### src/rtl/vending_pkg.sv
// Shared types and constants for the vending controller and its coin bank.
package vending_pkg;

    // Coin slots, ordered from largest to smallest so greedy change walks up the index.
    typedef enum logic [1:0] {
        Coin50 = 2'd0,
        Coin10 = 2'd1,
        Coin5  = 2'd2,
        Coin1  = 2'd3
    } coin_e;

    localparam int unsigned NumCoins = 4;

    typedef enum logic [1:0] {
        ItemNone = 2'd0,
        ItemA    = 2'd1,
        ItemB    = 2'd2,
        ItemC    = 2'd3
    } item_e;

    typedef enum logic [1:0] {
        StatOk       = 2'd0,
        StatLowFunds = 2'd1,
        StatSoldOut  = 2'd2,
        StatNoChange = 2'd3
    } status_e;

    typedef enum logic [1:0] {
        StIdle  = 2'd0,
        StCheck = 2'd1,
        StDisp  = 2'd2,
        StDone  = 2'd3
    } state_e;

    localparam int unsigned DefaultCostA = 8;
    localparam int unsigned DefaultCostB = 15;
    localparam int unsigned DefaultCostC = 22;

    // Face value of a coin slot.
    function automatic int unsigned coin_value(input coin_e c);
        unique case (c)
            Coin50:  return 50;
            Coin10:  return 10;
            Coin5:   return 5;
            default: return 1;
        endcase
    endfunction

endpackage

### src/rtl/vending_coin_bank.sv
// Per-denomination coin stock: saturating deposit, single-coin payout, rollback restore.
module vending_coin_bank
    import vending_pkg::*;
#(
    parameter int unsigned CNT_W     = 3,
    parameter int unsigned INIT_COIN = 2
) (
    input  logic                               clk,
    input  logic                               reset,
    input  logic                               deposit_en,
    input  logic [NumCoins-1:0][1:0]           deposit_cnt,
    input  logic                               dec_en,
    input  coin_e                              dec_sel,
    input  logic                               restore_en,
    input  logic [NumCoins-1:0][CNT_W-1:0]     restore_cnt,
    output logic [NumCoins-1:0][CNT_W-1:0]     stock
);

    localparam logic [CNT_W:0]   MaxCnt  = {1'b0, {CNT_W{1'b1}}};
    localparam logic [CNT_W-1:0] InitCnt = CNT_W'(INIT_COIN);

    logic [NumCoins-1:0][CNT_W-1:0] stock_q, stock_d;
    logic [NumCoins-1:0][CNT_W:0]   dep_sum;

    // Next stock: deposit (with saturation), restore, or one-coin decrement.
    always_comb begin
        stock_d = stock_q;
        for (int i = 0; i < NumCoins; i++) begin
            dep_sum[i] = {1'b0, stock_q[i]} + (CNT_W + 1)'(deposit_cnt[i]);
        end
        if (deposit_en) begin
            for (int i = 0; i < NumCoins; i++) begin
                // Coins beyond the counter range are simply lost.
                stock_d[i] = (dep_sum[i] > MaxCnt) ? {CNT_W{1'b1}} : dep_sum[i][CNT_W-1:0];
            end
        end else if (restore_en) begin
            for (int i = 0; i < NumCoins; i++) begin
                stock_d[i] = stock_q[i] + restore_cnt[i];
            end
        end else if (dec_en) begin
            stock_d[dec_sel] = stock_q[dec_sel] - CNT_W'(1);
        end
    end

    // Stock registers with synchronous active-low reset to the initial fill.
    always_ff @(posedge clk) begin
        if (!reset) begin
            stock_q <= {NumCoins{InitCnt}};
        end else begin
            stock_q <= stock_d;
        end
    end

    assign stock = stock_q;

endmodule

### src/rtl/vending_ctrl_param.sv
// Vending controller: request handshake, price check, greedy change with rollback to refund.
module vending_ctrl_param
    import vending_pkg::*;
#(
    parameter int unsigned CNT_W     = 3,
    parameter int unsigned INIT_COIN = 2,
    parameter int unsigned IST_W     = 3,
    parameter int unsigned INIT_ITEM = 4,
    parameter int unsigned VAL_W     = 8,
    parameter int unsigned COST_A    = DefaultCostA,
    parameter int unsigned COST_B    = DefaultCostB,
    parameter int unsigned COST_C    = DefaultCostC
) (
    input  logic             clk,
    input  logic             reset,
    input  logic             req_valid,
    output logic             req_ready,
    input  logic [1:0]       coin_in_50,
    input  logic [1:0]       coin_in_10,
    input  logic [1:0]       coin_in_5,
    input  logic [1:0]       coin_in_1,
    input  logic [1:0]       item_in,
    output logic [CNT_W-1:0] coin_out_50,
    output logic [CNT_W-1:0] coin_out_10,
    output logic [CNT_W-1:0] coin_out_5,
    output logic [CNT_W-1:0] coin_out_1,
    output logic [1:0]       item_out,
    output logic [1:0]       status,
    output logic [VAL_W-1:0] shortfall,
    output logic             done
);

    state_e                         state_q;
    coin_e                          ptr_q;
    logic [VAL_W-1:0]               input_q;
    logic [VAL_W-1:0]               rem_q;
    logic [1:0]                     req_item_q;
    logic [NumCoins-1:0][CNT_W-1:0] coin_out_q;
    logic [1:0]                     item_out_q;
    status_e                        status_q;
    logic [VAL_W-1:0]               shortfall_q;
    logic                           done_q;
    logic [IST_W-1:0]               item_stock_q [3];

    logic [NumCoins-1:0][CNT_W-1:0] coin_stock;
    logic [NumCoins-1:0][1:0]       deposit_cnt;
    logic                           accept;
    logic [VAL_W-1:0]               deposit_val;
    logic [VAL_W-1:0]               denom;
    logic [VAL_W-1:0]               req_cost;
    logic [1:0]                     item_idx;
    logic                           emit;
    logic                           at_last;
    logic                           rollback;

    function automatic logic [VAL_W-1:0] item_cost(input logic [1:0] item);
        case (item)
            ItemA:   return VAL_W'(COST_A);
            ItemB:   return VAL_W'(COST_B);
            ItemC:   return VAL_W'(COST_C);
            default: return '0;
        endcase
    endfunction

    // Handshake, deposit value and per-cycle payout decisions.
    always_comb begin
        accept      = req_valid && (state_q == StIdle) && (item_in != 2'd0);
        deposit_val = VAL_W'(50) * VAL_W'(coin_in_50) + VAL_W'(10) * VAL_W'(coin_in_10)
                    + VAL_W'(5) * VAL_W'(coin_in_5) + VAL_W'(coin_in_1);
        deposit_cnt[Coin50] = coin_in_50;
        deposit_cnt[Coin10] = coin_in_10;
        deposit_cnt[Coin5]  = coin_in_5;
        deposit_cnt[Coin1]  = coin_in_1;
        denom    = VAL_W'(coin_value(ptr_q));
        req_cost = item_cost(req_item_q);
        item_idx = req_item_q - 2'd1;
        at_last  = (ptr_q == Coin1);
        emit     = (state_q == StDisp) && (rem_q >= denom) && (coin_stock[ptr_q] != '0);
        // An OK sale whose change cannot be made is unwound into a refund.
        rollback = (state_q == StDisp) && !emit && at_last && (rem_q != '0)
                 && (status_q == StatOk);
    end

    vending_coin_bank #(
        .CNT_W     (CNT_W),
        .INIT_COIN (INIT_COIN)
    ) u_coin_bank (
        .clk         (clk),
        .reset       (reset),
        .deposit_en  (accept),
        .deposit_cnt (deposit_cnt),
        .dec_en      (emit),
        .dec_sel     (ptr_q),
        .restore_en  (rollback),
        .restore_cnt (coin_out_q),
        .stock       (coin_stock)
    );

    // Controller FSM with registered outputs and item stock.
    always_ff @(posedge clk) begin
        if (!reset) begin
            state_q     <= StIdle;
            ptr_q       <= Coin50;
            input_q     <= '0;
            rem_q       <= '0;
            req_item_q  <= '0;
            coin_out_q  <= '0;
            item_out_q  <= '0;
            status_q    <= StatOk;
            shortfall_q <= '0;
            done_q      <= 1'b0;
            for (int i = 0; i < 3; i++) begin
                item_stock_q[i] <= IST_W'(INIT_ITEM);
            end
        end else begin
            done_q <= 1'b0;
            unique case (state_q)
                StIdle: begin
                    if (accept) begin
                        input_q     <= deposit_val;
                        req_item_q  <= item_in;
                        coin_out_q  <= '0;
                        item_out_q  <= '0;
                        status_q    <= StatOk;
                        shortfall_q <= '0;
                        state_q     <= StCheck;
                    end
                end
                StCheck: begin
                    ptr_q   <= Coin50;
                    state_q <= StDisp;
                    if (item_stock_q[item_idx] == '0) begin
                        rem_q      <= input_q;
                        item_out_q <= '0;
                        status_q   <= StatSoldOut;
                    end else if (input_q < req_cost) begin
                        rem_q      <= input_q;
                        item_out_q <= '0;
                        status_q   <= StatLowFunds;
                    end else begin
                        rem_q      <= input_q - req_cost;
                        item_out_q <= req_item_q;
                        status_q   <= StatOk;
                    end
                end
                StDisp: begin
                    if (emit) begin
                        coin_out_q[ptr_q] <= coin_out_q[ptr_q] + CNT_W'(1);
                        rem_q             <= rem_q - denom;
                    end else if (!at_last) begin
                        ptr_q <= coin_e'(ptr_q + 2'd1);
                    end else if (rem_q == '0) begin
                        state_q <= StDone;
                        done_q  <= 1'b1;
                    end else if (rollback) begin
                        coin_out_q <= '0;
                        rem_q      <= input_q;
                        item_out_q <= '0;
                        status_q   <= StatNoChange;
                        ptr_q      <= Coin50;
                    end else begin
                        // Refund stalled: only possible when saturation swallowed coins.
                        shortfall_q <= rem_q;
                        state_q     <= StDone;
                        done_q      <= 1'b1;
                    end
                end
                StDone: begin
                    state_q <= StIdle;
                    if (status_q == StatOk && item_out_q != 2'd0) begin
                        item_stock_q[item_idx] <= item_stock_q[item_idx] - IST_W'(1);
                    end
                end
                default: state_q <= StIdle;
            endcase
        end
    end

    assign req_ready   = (state_q == StIdle);
    assign coin_out_50 = coin_out_q[Coin50];
    assign coin_out_10 = coin_out_q[Coin10];
    assign coin_out_5  = coin_out_q[Coin5];
    assign coin_out_1  = coin_out_q[Coin1];
    assign item_out    = item_out_q;
    assign status      = status_q;
    assign shortfall   = shortfall_q;
    assign done        = done_q;

endmodule

### config.mk
export PLATFORM = sky130hd
export DESIGN_NAME = vending_ctrl_param
export DESIGN_NICKNAME = d
export VERILOG_FILES = /design/src/rtl/vending_pkg.sv /design/src/rtl/vending_coin_bank.sv /design/src/rtl/vending_ctrl_param.sv
export SDC_FILE = /design/constraint.sdc
export NUM_CORES = 1
export LEC_CHECK = 0
export ABC_AREA = 1
export BUFFER_PORTS_ARGS = -buffer_cell sky130_fd_sc_hd__buf_2
export CORE_ASPECT_RATIO = 0.7
export CORE_MARGIN = 2
export CORE_UTILIZATION = 37
export DETAILED_ROUTE_END_ITERATION = 12
export PLACE_DENSITY_LB_ADDON = 0.25
export SLEW_MARGIN = 15
export SYNTH_ARGS = -nofsm -noshare
export SYNTH_HDL_FRONTEND = slang
export SYNTH_SLANG_ARGS = --single-unit
export TNS_END_PERCENT = 20
### constraint.sdc
create_clock -name clk -period 6.7 [get_ports clk]
set_input_delay 1.34 -clock clk [delete_from_list [all_inputs] [get_ports clk]]
set_output_delay 1.34 -clock clk [all_outputs]
set_load 0.05 [all_outputs]
==> results by group, run 1 <==
Run status
  • Run status: finished, final reports clean

Drt
  • Post-route DRC: 0
  • Vias: 5242
  • Post-DRT Antenna Nets: 0
  • Wirelength, routed: 15500 um
  • Vias per cell: 5.07
  • Initial drt markers: 543
  • WL per Instance: 15.0 um
  • DRT Pass-1 Iters: 5

Final layout
  • Leading cell type in the layout, fill and taps excluded: nand2_1
  • Area Overhead vs Synth: 11.1%
  • Most frequent cells in the layout: 167 x nand2_1, 103 x inv_1, 95 x nor2_1
  • Layout cell share with drive strength beyond 1: 9.90%
  • Diode count: 0
  • Fin nets: 918
  • Design area: 0.00631 mm^2

Clock tree
  • Post-cts gate resize count: 0
  • TritonCTS Sinks: 71
  • Root Driver: clkbuf_16
  • Clock Tree Buf Depth: 2
  • CTS Hold Bufs: 0
  • H-tree levels: 3
  • Inserted Clock Buffers: 9
  • Clock latency on the worst-skew pair: 340 ps
  • Post-CTS setup buffer count: 0
  • CTS tree: yes
  • Clock-pin slew on the worst setup and hold paths: 60 ps

Setup path
  • CP arrival: 4020 ps
  • Crit-path max FO: 29
  • Reg2reg end: u_coin_bank.stock[10]
  • Crit Path Category: reg2reg
  • Critical Path Start: ptr_q[0]
  • R2R depth: 20
  • CP most frequent cell: nand2_1
  • Critical-path cell list: inv_2, ha_1, inv_1, nand2_1, ha_1, fa_1, inv_1, nand3_1, nand2_1, nand2_1, nand3_2, nand2_4, nand2_4, nand2_2, nor2_1, inv_2, nand2_1, inv_1, nand2_1, nand2_1
  • Slowest-stage cell, CP: dfxtp_1
  • Crit. End Element: flip-flop
  • Crit path to: u_coin_bank.stock[10]
  • Reg-to-Reg Start: ptr_q[0]
  • Max incr delay on CP: 640 ps
  • R2R Setup Slk: 2920 ps
  • Req. time, crit path: 6940 ps
  • Startpoint types: flip-flop

Power and ir drop
  • Leak: 3.02 nW
  • Pwr dens: 470 mW/mm^2
  • VDD IR max: 163 uV

Timing
  • Setup TNS: 0 ps
  • Period utilisation layout: 56.4%
  • # setup viols final: 0
  • RSZ-0062 raised after global routing: false
  • Slew @ Worst Pin: 1050 ps
  • Slew margin rel.: 29.9%
  • Max Slew Vio Count: 0
  • Fmax: 265 MHz
  • Worst hold slack: 457 ps
  • Final hold violations: 0
  • Min Tclk post-route: 3780 ps
  • Skew final: 13.1 ps

Synth
  • Distinct cell type count after synthesis: 42
  • Synth Area in Adders: 17.6%
  • Synth Area in XOR/XNOR: 3.54%
  • Syn Area/Cell: 7.04 um^2
  • Compound-gate portion of the synthesized area: 13.4%
  • Syn nets: 893
  • YS warnings: 0
  • Post-synthesis simple-gate area fraction: 28.6%
  • Largest family of logic cells by synthesized area: simple AND/OR/NAND/NOR gates
  • Multiplexer share of the synthesized area: 0%
  • Syn Inst Count: 808
  • Post-Syn Area: 0.00569 mm^2
  • Synth Register Bits: 71
  • Post-synthesis sequential area ratio: 27.1%

GRT
  • Vias in the first global route: 4622
  • First-pass GRT wire length: 25300 um
  • Antenna violations before repair: 0
  • GR Overflow Total: 0
  • Global-route usage over all layers: 19.6%
  • Pin count of the biggest net entering global routing: 44

Die
  • Boundary pin count: 39
  • Placement Rows: 37
  • Effective utilization at floorplan: 38.3%
  • Core Region: 0.0149 mm^2
  • Die Y: 108 um
  • Die area: 0.0164 mm^2
  • DIE WIDTH: 152 um

Placement
  • GP Congestion: 0.896
  • Dpl hpwl: 12000 um
  • IO buf count: 38
  • Placed cell area: 0.00599 mm^2

Worst hold path
  • Worst hold path class: reg2reg

Run
  • Maxcap violations: 0
registers in the layout, summed over array words and instances, names as in the netlist, 3 cells and up:
| register | count |
|---|---|
| item_stock_q | 12 |
| u_coin_bank.stock | 12 |
| input_q | 8 |
| rem_q | 8 |
| shortfall | 8 |
| coin_out_10 | 3 |
| coin_out_1 | 3 |
| coin_out_50 | 3 |
| coin_out_5 | 3 |
per-layer routing:
| layer | GRT usage (%) | wire (um) | up-vias |
|---|---|---|---|
| li1 | - | - | 2692 |
| met1 | 31.9 | 8630 | 2358 |
| met2 | 24.3 | 5310 | 181 |
| met3 | 5.52 | 1440 | 11 |
| met4 | 4.21 | 138 | 0 |
| met5 | 0 | 0 | - |
synth_stat cells:
cell	n	share of area, %
a211oi_1	5	0.66
a21o_1	1	0.13
a21oi_1	70	6.2
a21oi_4	2	0.57
a31oi_1	3	0.33
a32o_1	2	0.35
a32oi_1	3	0.46
and2_1	1	0.11
and3_1	1	0.11
buf_1	1	0.066
buf_2	6	0.53
buf_4	2	0.26
buf_6	4	0.79
clkbuf_1	12	0.79
clkinv_1	2	0.13
clkinv_2	1	0.088
dfxtp_1	59	21
edfxtp_1	12	6.3
fa_1	13	4.6
ha_1	59	13
inv_1	103	6.8
inv_2	5	0.33
nand2_1	167	11
nand2_2	4	0.44
nand2_4	2	0.40
nand3_1	55	4.8
nand3_2	6	1.1
nand3b_1	3	0.40
nand3b_4	1	0.35
nand4_1	20	2.2
nor2_1	95	6.3
nor2_2	2	0.22
nor3_1	7	0.62
o211ai_1	3	0.40
o21ai_0	42	3.7
o21ai_1	4	0.35
o21bai_1	1	0.13
o221ai_1	1	0.15
or2_0	1	0.11
or2_2	4	0.44
xnor2_1	9	1.4
xor2_1	14	2.2
worst min path at each step:
| stage | from | end | slack [ps] | cells past startpoint |
|---|---|---|---|---|
| 4_1_cts | shortfall[4] | shortfall[4] | 460 | 2 |
| 6_report | shortfall[4] | shortfall[4] | 460 | 2 |
| 3_3_place_gp | shortfall[0] | shortfall[0] | 450 | 2 |
| 2_1_floorplan | input_q[2] | input_q[2] | 460 | 2 |
| 3_5_place_dp | shortfall[4] | shortfall[4] | 450 | 2 |
| 5_1_grt | shortfall[4] | shortfall[4] | 470 | 2 |
cells by family after synthesis:
family                   after synthesis
flip-flops                            71
adder cells (fa/ha/maj)               72
XOR/XNOR                              23
AND/OR/NAND/NOR                      369
AO/OA/AOI/OAI                        137
buffers and inverters                136
area by class of cell:
class                      instances  area, um^2
clock inverter                     6        72.6
sequential                        71        1540
timing repair buffer              39         198
fill                            1555        8550
clock buffer                      10         250
inverter                         111         418
tap                              195         244
multi-input combinational        601        3590
stage by stage:
step / power [mW] / cells / setup slack (ps) / utilization (%)
after floorplan: 2.00 / 808 / 3350 / -
after global placement: 2.42 / 1017 / 3090 / 40.3
after detailed placement: 2.41 / 1017 / 3040 / 40.3
after CTS: 2.95 / 1033 / 2990 / 42.5
after global routing: 3.25 / 1033 / 2610 / 42.5
final: 2.97 / 1033 / 2920 / 42.5
power by group:
part / leakage (nW) / internal [mW] / total [mW] / switching, mW
Combinational: 2.27 / 0.578 / 1.78 / 1.21
Clock: 0.155 / 0.316 / 0.521 / 0.206
Sequential: 0.592 / 0.527 / 0.661 / 0.134
Total: 3.02 / 1.42 / 2.97 / 1.55
worst max-delay path, delay by kind of cell (launching register included):
family                     cells  cell delay (ps)
adders and majority gates      3              890
buffers and inverters          5              590
DFF                            1              640
and+or+nand+nor               12             1550
No activity file was read; power rests on OpenSTA's default activity.
==> run 2: changes to the inputs <==
- clock period: 6.7 -> 3.5 ns (I/O delays scaled with it)
==> run 2 against run 1 <==
- clock power grew 63%
- total power increased by 90%
- first-iteration DRC count is 17% lower
- critical endpoint unchanged
==> results by group, run 2 (synthesis results as in run 1) <==
Drt
  • Vias per cell: 5.09 (was 5.07)
  • DRT Pass-1 Iters: 8 (was 5)
  • Vias: 5319 (was 5242)
  • Initial drt markers: 453 (was 543)
  • Post-route DRC: 0 (unchanged)
  • WL per Instance: 15.1 um (was 15.0 um)
  • Wirelength, routed: 15700 um (was 15500 um)
  • Post-DRT Antenna Nets: 0 (unchanged)

Setup path
  • Crit-path max FO: 18 (was 29)
  • Reg-to-Reg Start: ptr_q[0] (unchanged)
  • Reg2reg end: u_coin_bank.stock[10] (unchanged)
  • R2R depth: 20 (unchanged)
  • WP buf/inv: 5 (unchanged)
  • Critical Path Start: ptr_q[0] (unchanged)
  • Crit path to: u_coin_bank.stock[10] (unchanged)
  • R2R Setup Slk: 310 ps (was 2920 ps)
  • CP arrival: 3430 ps (was 4020 ps)
  • Max incr delay on CP: 370 ps (was 640 ps)
  • Slowest-stage cell, CP: fa_1 (was dfxtp_1)
  • Levels on crit path: 20 (unchanged)
  • Crit. End Element: flip-flop (unchanged)
  • CP delay by family, top: simple AND/OR/NAND/NOR gates (unchanged)
  • CP most frequent cell: nand2_1 (unchanged)
  • Req. time, crit path: 3740 ps (was 6940 ps)
  • Startpoint types: flip-flop (unchanged)
  • Crit Path Category: reg2reg (unchanged)
  • Critical-path cell list: inv_2, ha_1, inv_1, nand2_1, ha_1, fa_1, inv_1, nand3_1, nand2_1, nand2_1, nand3_2, nand2_4, nand2_4, nand2_2, nor2_1, inv_2, nand2_1, inv_1, nand2_1, nand2_1 (unchanged)

GRT
  • First-pass GRT wire length: 25200 um (was 25300 um)
  • Vias in the first global route: 4604 (was 4622)
  • Met3 usage: 4.43% (was 5.52%)
  • Global-route usage over all layers: 19.6% (about the same)
  • Routing usage on met1: 32.0% (was 31.9%)
  • Antenna violations before repair: 0 (unchanged)
  • Most Used Layer, Global Route: met1 (unchanged)
  • Pin count of the biggest net entering global routing: 27 (was 44)
  • Met2 global-route usage: 24.7% (was 24.3%)
  • GR Overflow Total: 0 (unchanged)

Clock tree
  • Root Driver: clkbuf_16 (unchanged)
  • Inserted Clock Buffers: 9 (unchanged)
  • H-tree levels: 3 (unchanged)
  • Clock-pin slew on the worst setup and hold paths: 60 ps (about the same)
  • Clock latency on the worst-skew pair: 340 ps (about the same)
  • TritonCTS Sinks: 71 (unchanged)
  • Post-CTS setup buffer count: 0 (unchanged)
  • CTS tree: yes (unchanged)
  • Clock Tree Buf Depth: 2 (unchanged)

Timing
  • Slew margin rel.: 42.6% (was 29.9%)
  • Skew final: 7.89 ps (was 13.1 ps)
  • Max Slew Vio Count: 0 (unchanged)
  • # setup viols final: 0 (unchanged)
  • Worst hold slack: 457 ps (about the same)
  • Min Tclk post-route: 3190 ps (was 3780 ps)
  • Final hold violations: 0 (unchanged)
  • Fmax: 313 MHz (was 265 MHz)
  • Slew @ Worst Pin: 860 ps (was 1050 ps)
  • Setup TNS: 0 ps (unchanged)
  • RSZ-0062 raised after global routing: false (unchanged)
  • Period utilisation layout: 91.3% (was 56.4%)

Final layout
  • Area Overhead vs Synth: 11.8% (was 11.1%)
  • Diode count: 0 (unchanged)
  • Final non-filler cell total: 1045 (was 1033)
  • Leading cell type in the layout, fill and taps excluded: nand2_1 (unchanged)
  • Layout cell share with drive strength beyond 1: 11.3% (was 9.90%)
  • Most frequent cells in the layout: 167 x nand2_1, 103 x inv_1, 95 x nor2_1 (unchanged)
  • Fin nets: 930 (was 918)

Die
  • Effective utilization at floorplan: 38.3% (unchanged)
  • Placement Rows: 37 (unchanged)
  • Die area: 0.0164 mm^2 (unchanged)
  • Die Y: 108 um (unchanged)
  • Core Region: 0.0149 mm^2 (unchanged)
  • Boundary pin count: 39 (unchanged)
  • DIE WIDTH: 152 um (unchanged)

Power and ir drop
  • Pwr dens: 884 mW/mm^2 (was 470 mW/mm^2)
  • Leak: 3.05 nW (was 3.02 nW)
  • VDD IR max: 314 uV (was 163 uV)

Run
  • Maxcap violations: 0 (unchanged)

Placement
  • GP Congestion: 0.911 (was 0.896)
  • DP Cell Count: 1029 (was 1017)
  • Dpl hpwl: 12400 um (was 12000 um)
  • IO buf count: 38 (unchanged)

Worst hold path
  • Worst hold path class: reg2reg (unchanged)
  • Worst Hold Depth: 2 (unchanged)

Run status
  • Run status: finished, final reports clean (unchanged)
==> run 2: per-layer routing <==
layer / wire (um) / share of wire [%]
met1: 8700 / 55
met2: 5610 / 36
met3: 1290 / 8.2
met4: 143 / 0.91
met5: 0 / 0
==> run 2: report_power, final <==
part / leakage (nW) / switching [mW] / internal, mW / total (mW)
clock network: 0.132 / 0.370 / 0.479 / 0.849
logic: 2.33 / 2.38 / 1.15 / 3.53
registers: 0.592 / 0.230 / 1.01 / 1.24
total: 3.05 / 2.98 / 2.64 / 5.62
==> run 2: through the flow <==
stage | power [mW] | setup WS, ps | cell area (um^2) | util (%)
after floorplan | 3.83 | 605 | 5690 | -
after global placement | 4.70 | 387 | 6080 | 40.9
after detailed placement | 4.69 | 264 | 6080 | 40.9
after CTS | 5.57 | 254 | 6360 | 42.8
after global routing | 6.14 | 24.6 | 6360 | 42.8
final | 5.62 | 306 | 6360 | 42.8
==> run 2: worst register-to-register path, delay by kind of cell, from the launching register on <==
| kind | cells | cell delay, ps |
|---|---|---|
| buffers and inverters | 5 | 470 |
| adders and majority gates | 3 | 850 |
| and+or+nand+nor | 12 | 1420 |
| DFF | 1 | 340 |
==> run 2: final cells by class <==
class	count	area [um^2]
Fill cell	1545	8500
Multi-Input combinational cell	601	3590
Sequential cell	71	1540
Inverter	111	418
Timing Repair Buffer	51	288
Tap cell	195	244
Clock buffer	9	225
Clock inverter	7	48.8
==> run 2: what timing repair did <==
| action | CTS | global route |
|---|---|---|
| endpoints found under the setup margin | 0 | 4 |
| resized for setup | 0 | 1 |
| hold buffers | 0 | 0 |
==> run 2: worst min path at each step <==
stage / from / end / slack, ps
5_1_grt: shortfall[2] / shortfall[2] / 480
3_3_place_gp: shortfall[4] / shortfall[4] / 450
2_1_floorplan: input_q[2] / input_q[2] / 460
4_1_cts: shortfall[7] / shortfall[7] / 460
6_report: shortfall[7] / shortfall[7] / 460
3_5_place_dp: shortfall[7] / shortfall[7] / 450
